[src/rtl/user_packetizer.sv]
// Buffers HLS output words and stamps them into 49-bit BFT packets (valid, leaf, port, seq, payload),
// releasing one packet per cycle while credits remain.
module user_packetizer #(
    parameter int PACKET_BITS   = 49,
    parameter int PAYLOAD_BITS  = 32,
    parameter int NUM_LEAF_BITS = 4,
    parameter int NUM_PORT_BITS = 4,
    parameter int NUM_ADDR_BITS = 7,
    parameter int FIFO_DEPTH    = 8,
    parameter int CREDIT_INIT   = 64,
    parameter int CREDIT_BITS   = 8
) (
    input  logic                            clk,
    input  logic                            reset,
    input  logic [PAYLOAD_BITS-1:0]         din,
    input  logic                            din_ap_vld,
    output logic                            din_ap_ack,
    input  logic                            cfg_en,
    input  logic [NUM_LEAF_BITS-1:0]        cfg_dest_leaf,
    input  logic [NUM_PORT_BITS-1:0]        cfg_dest_port,
    input  logic                            credit_ret,
    input  logic [CREDIT_BITS-1:0]          credit_ret_cnt,
    output logic [PACKET_BITS-1:0]          dout_packet,
    output logic [CREDIT_BITS-1:0]          credit_cnt,
    output logic [$clog2(FIFO_DEPTH):0]     fifo_count
);

    localparam int PTR_BITS = $clog2(FIFO_DEPTH);
    localparam int PAD_BITS = PACKET_BITS - 1 - NUM_LEAF_BITS - NUM_PORT_BITS - NUM_ADDR_BITS - PAYLOAD_BITS;
    localparam int SEQ_LSB  = PAYLOAD_BITS + PAD_BITS;
    localparam int PORT_LSB = SEQ_LSB + NUM_ADDR_BITS;
    localparam int LEAF_LSB = PORT_LSB + NUM_PORT_BITS;

    localparam logic [PTR_BITS:0]    FIFO_FULL_CNT = (PTR_BITS + 1)'(FIFO_DEPTH);
    localparam logic [CREDIT_BITS:0] CREDIT_SAT    = (CREDIT_BITS + 1)'(CREDIT_INIT);

    typedef enum logic [1:0] {
        S_IDLE  = 2'd0,
        S_RUN   = 2'd1,
        S_DRAIN = 2'd2
    } state_t;

    state_t                   state_q, state_d;
    logic [PAYLOAD_BITS-1:0]  mem_q [FIFO_DEPTH];
    logic [PTR_BITS-1:0]      wr_ptr_q, wr_ptr_d;
    logic [PTR_BITS-1:0]      rd_ptr_q, rd_ptr_d;
    logic [PTR_BITS:0]        count_q, count_d;
    logic [NUM_ADDR_BITS-1:0] seq_q, seq_d;
    logic [CREDIT_BITS-1:0]   credit_q, credit_d;
    logic [PACKET_BITS-1:0]   dout_q, dout_d;

    logic                     fifo_full;
    logic                     fifo_empty;
    logic                     wr_en;
    logic                     emit;
    logic [CREDIT_BITS:0]     credit_sum;

    always_comb begin
        fifo_full  = (count_q == FIFO_FULL_CNT);
        fifo_empty = (count_q == '0);
        din_ap_ack = din_ap_vld & (state_q == S_RUN) & ~fifo_full;
        wr_en      = din_ap_vld & din_ap_ack;
        emit       = ~fifo_empty & (credit_q != '0) & (state_q != S_IDLE);

        wr_ptr_d = wr_ptr_q + {{(PTR_BITS-1){1'b0}}, wr_en};
        rd_ptr_d = rd_ptr_q + {{(PTR_BITS-1){1'b0}}, emit};
        count_d  = count_q + {{PTR_BITS{1'b0}}, wr_en} - {{PTR_BITS{1'b0}}, emit};
        seq_d    = seq_q + {{(NUM_ADDR_BITS-1){1'b0}}, emit};

        dout_d = '0;
        if (emit) begin
            dout_d[PACKET_BITS-1]                      = 1'b1;
            dout_d[LEAF_LSB +: NUM_LEAF_BITS]          = cfg_dest_leaf;
            dout_d[PORT_LSB +: NUM_PORT_BITS]          = cfg_dest_port;
            dout_d[SEQ_LSB +: NUM_ADDR_BITS]           = seq_q;
            dout_d[PAYLOAD_BITS-1:0]                   = mem_q[rd_ptr_q];
        end

        // emit implies credit_q != 0, so the subtraction never wraps; one extra bit absorbs the return
        credit_sum = {1'b0, credit_q} - {{CREDIT_BITS{1'b0}}, emit};
        if (credit_ret) begin
            credit_sum = credit_sum + {1'b0, credit_ret_cnt};
        end
        credit_d = (credit_sum > CREDIT_SAT) ? CREDIT_SAT[CREDIT_BITS-1:0] : credit_sum[CREDIT_BITS-1:0];
    end

    always_comb begin
        state_d = state_q;
        unique case (state_q)
            S_IDLE: begin
                if (cfg_en) state_d = S_RUN;
            end
            S_RUN: begin
                if (!cfg_en) state_d = (!fifo_empty || wr_en) ? S_DRAIN : S_IDLE;
            end
            S_DRAIN: begin
                if (cfg_en)              state_d = S_RUN;
                else if (count_d == '0)  state_d = S_IDLE;
            end
            default: state_d = S_IDLE;
        endcase
    end

    always_ff @(posedge clk or negedge reset) begin
        if (!reset) begin
            state_q  <= S_IDLE;
            wr_ptr_q <= '0;
            rd_ptr_q <= '0;
            count_q  <= '0;
            seq_q    <= '0;
            credit_q <= CREDIT_SAT[CREDIT_BITS-1:0];
            dout_q   <= '0;
        end else begin
            state_q  <= state_d;
            wr_ptr_q <= wr_ptr_d;
            rd_ptr_q <= rd_ptr_d;
            count_q  <= count_d;
            seq_q    <= seq_d;
            credit_q <= credit_d;
            dout_q   <= dout_d;
        end
    end

    // Storage needs no reset: pointers and count define which entries are live
    always_ff @(posedge clk) begin
        if (wr_en) begin
            mem_q[wr_ptr_q] <= din;
        end
    end

    assign dout_packet = dout_q;
    assign credit_cnt  = credit_q;
    assign fifo_count  = count_q;

endmodule

[config.mk]
export PLATFORM = sky130hd
export DESIGN_NAME = user_packetizer
export DESIGN_NICKNAME = d
export VERILOG_FILES = /design/src/rtl/user_packetizer.sv
export SDC_FILE = /design/constraint.sdc
export NUM_CORES = 1
export LEC_CHECK = 0
export BUFFER_PORTS_ARGS = -buffer_cell sky130_fd_sc_hd__buf_2
export CORE_UTILIZATION = 25
export CTS_BUF_LIST = sky130_fd_sc_hd__clkbuf_4 sky130_fd_sc_hd__clkbuf_8
export DETAILED_ROUTE_END_ITERATION = 6
export PLACE_DENSITY = 0.39
export SYNTH_ARGS = -nofsm -noshare
export SYNTH_HDL_FRONTEND = slang
export SYNTH_SLANG_ARGS = --single-unit
[constraint.sdc]
create_clock -name clk -period 5 [get_ports clk]
set_input_delay 0.5 -clock clk [delete_from_list [all_inputs] [get_ports clk]]
set_output_delay 0.5 -clock clk [all_outputs]
set_load 0.03 [all_outputs]
==> results_dict.tcl <==
set metrics [dict create \
    avgSynthCellArea_um2 19.67 \
    status "finished clean" \
    fin_crit_ns 4.367 \
    hold_ws_ns 0.06542 \
    crit_type "reg2reg" \
    min_path_type "in2reg" \
    area_growth_pct 22.12 \
    post-route-period-util_pct 87.34 \
    instances_no_fill 1543 \
    place_ws_ns 0.5954 \
    cp_slowest_stage_delay_ns 0.52 \
    worst_pin_slew_ns 1.009 \
    pwr_density_cell_nw_per_um2 577.8 \
    wl_per_cell_um 19.50 \
    fp.coreArea_um2 50380 \
    io_pins 115 \
    clockRootBuffer "clkbuf_8" \
    ys_seq_area_share_pct 74.70 \
    diodes 0 \
    setup_tns_ns 0 \
    routed_wl_um 30100 \
    grt_overflow 0 \
    synth_edf_count 256 \
    nNetsFinal 901 \
    synth_compound_area_share_pct 2.150 \
    critPathCaptureType "flop" \
    cts_tree "yes" \
    rows 82 \
    synth_top_family_by_area "multiplexers" \
    dp_hpwl_um 16880 \
    crit_chain "or4_4 > or3_4 > o31ai_4 > inv_1 > ha_1 > ha_1 > xnor2_1 > inv_1 > ha_1 > nand2b_1 > a211oi_1 > or4_1 > o211ai_1 > a41oi_1 > nor3_1" \
    clk_pin_slew_ns 0.06 \
    io_buffers 113 \
    routabilityCongestion 0.6868 \
    clockBufferDepth 3 \
    dieHeight_um 228.3 \
    start_util_pct 25.42 \
    synthCells 651 \
    setup_violations 0 \
    synth_area_leaders "edfxtp_1 (60%), dfrtp_1 (14%), mux4_2 (11%)" \
    ys_ff_latch 331 \
    synthAdderAreaFrac_pct 2.462 \
    dieArea_um2 52130 \
    cts.htree.levels 2 \
    fin_area_um2 15640 \
    synth_common_cells "edfxtp_1 (256), dfrtp_1 (74), mux4_2 (64), nor2_1 (45), mux2i_1 (34)" \
    cp_slowest_cell "or4_4" \
    async_reset_ff_share_pct 22.66 \
    syn-cell-area_um2 12800 \
    numCtsBuffers 58 \
    chipWidth_um 228.3 \
    clock.fmax_mhz 229.0 \
    clock_latency_ns 0.65 \
    required_ns 5.51 \
    yosys.area.top_type "edfxtp_1" \
    start_kind "flop" \
    rsz0062_at_grt "no" \
    fin_total_pwr_mw 9.036 \
    place_inst 1430 \
    cts_sinks 331 \
    critical_path.most_common_cell "ha_1" \
    synth_warnings 0 \
    utilization_pct 31.04 \
    antenna_left 0 \
    antenna_found_initial 4 \
    ys_types 54 \
    finalHoldViolCount 0 \
    vdd_ir_drop_max_mv 0.2223 \
    synth_ff_type "edfxtp_1" \
    fin_ws_ns 0.6330 \
    finalClockSkew_ns 0.04383 \
    synth.most_common_cell "edfxtp_1" \
    placed_area_um2 14350 \
    firstDrtPassIters 4 \
    synth_top_area_share_pct 60.04 \
    worstPathArrival_ns 4.87 \
    slew_headroom_pct 32.43 \
    grt_pass1_wl_um 45420 \
    drc 0 \
    synth-simple-area-share_pct 4.075 \
    slew_violations 0 \
    p_leak_nw 5.779 \
    synth-xor-area-share_pct 1.290 \
    post_cts_buffers 0 \
    initialDrtViolationCount 362 \
    grt_max_degree 55 \
    cap_viol_max_count 0 \
    drive_gt1_share_pct 36.17 \
    viasPerCell 4.180 \
    crit_fanout 6 \
    grt.total_usage_pct 11.78 \
    grt_pass1_vias 7073 \
    yosys-mux-area-fraction_pct 13.91 \
    vias 6449 \
]
==> power breakdown <==
part	internal [mW]	total, mW	leakage (nW)	switching (mW)
clock network	1.47	2.61	0.650	1.14
logic	1.17	2.70	1.87	1.53
registers	3.34	3.72	3.25	0.381
total	5.98	9.04	5.78	3.05
==> cell usage in the layout (no fill, tap or decap), types with 3 or more instances in the layout <==
master         instances
nand4_1                3
edfxtp_1             256
ha_1                  22
a21oi_1               10
clkinv_2               4
clkbuf_4              21
nand3_1                8
inv_1                 17
xnor2_1                8
xor2_1                 9
mux4_2                64
nand2_1                9
nor2_1                44
dfrtp_1               71
buf_2                112
clkbuf_8              66
and2_1                14
mux2i_1               34
dlygate4sd3_1          6
a21o_1                 3
clkinv_1              10
buf_4                 18
==> cell type report <==
cell class | count | area, um^2
tap | 672 | 840.8
timing repair buffer | 138 | 795.8
fill | 4972 | 34740
sequential | 331 | 9574
clock inverter | 20 | 166.4
multi-input combinational | 278 | 3131
clock buffer | 87 | 1066
inverter | 17 | 63.81
==> worst max-delay path, delay by kind of cell (launching register included) <==
| kind | cells | cell delay (ns) |
|---|---|---|
| compound gates | 4 | 1.14 |
| xor+xnor | 1 | 0.37 |
| fa+ha+maj | 3 | 0.83 |
| buf+inv | 2 | 0.17 |
| flops | 1 | 0.45 |
| simple gates | 5 | 1.27 |
==> routing by layer <==
layer | vias to the layer above | track usage, % | share of wire (%)
met3 | 63 | 2.857 | 4.6
met1 | 3312 | 15.54 | 46
met5 | - | 0 | 0.11
met4 | 6 | 4.656 | 2.6
met2 | 159 | 18.64 | 47
li1 | 2909 | - | -
==> state kept, by name, indices dropped and copies added (netlist names) <==
register,flops
dout_packet,48
wr_ptr_q,3
fifo_count,4
rd_ptr_q,3
credit_cnt,8
seq_q,7
state_q,2
mem_q,256
==> path summary, 6_finish.rpt <==
| path | from | end | slack [ns] | cells after the start |
|---|---|---|---|---|
| max in group asynchronous | reset | dout_packet[6] | 3.61 | 3 |
| min in group asynchronous | reset | dout_packet[44] | 0.46 | 2 |
| hold reg to reg | seq_q[6] | seq_q[6] | 0.47 | 1 |
| setup / recovery | credit_cnt[2] | credit_cnt[0] | 0.63 | 15 |
| setup reg to reg | credit_cnt[2] | credit_cnt[0] | 0.63 | 15 |
| hold / removal | cfg_dest_leaf[1] | dout_packet[45] | 0.07 | 2 |
==> cells by family (layout without fill, tap and decap cells) <==
kind of cell               after synthesis  count (layout)
DFF                                    331             331
and+or+nand+nor                        103             103
muxes                                   98              98
buffers and inverters                   43             262
AOI/OAI and AO/OA                       33              33
adders and majority gates               24              24
xor gates and xnor gates                18              18
other                                    1               2
==> timing repair <==
item,in CTS,in global routing
gates resized for setup,0,0
hold buffers,6,0
endpoints found under the hold margin,57,0
Note: power is estimated with default switching activity, not from simulation.
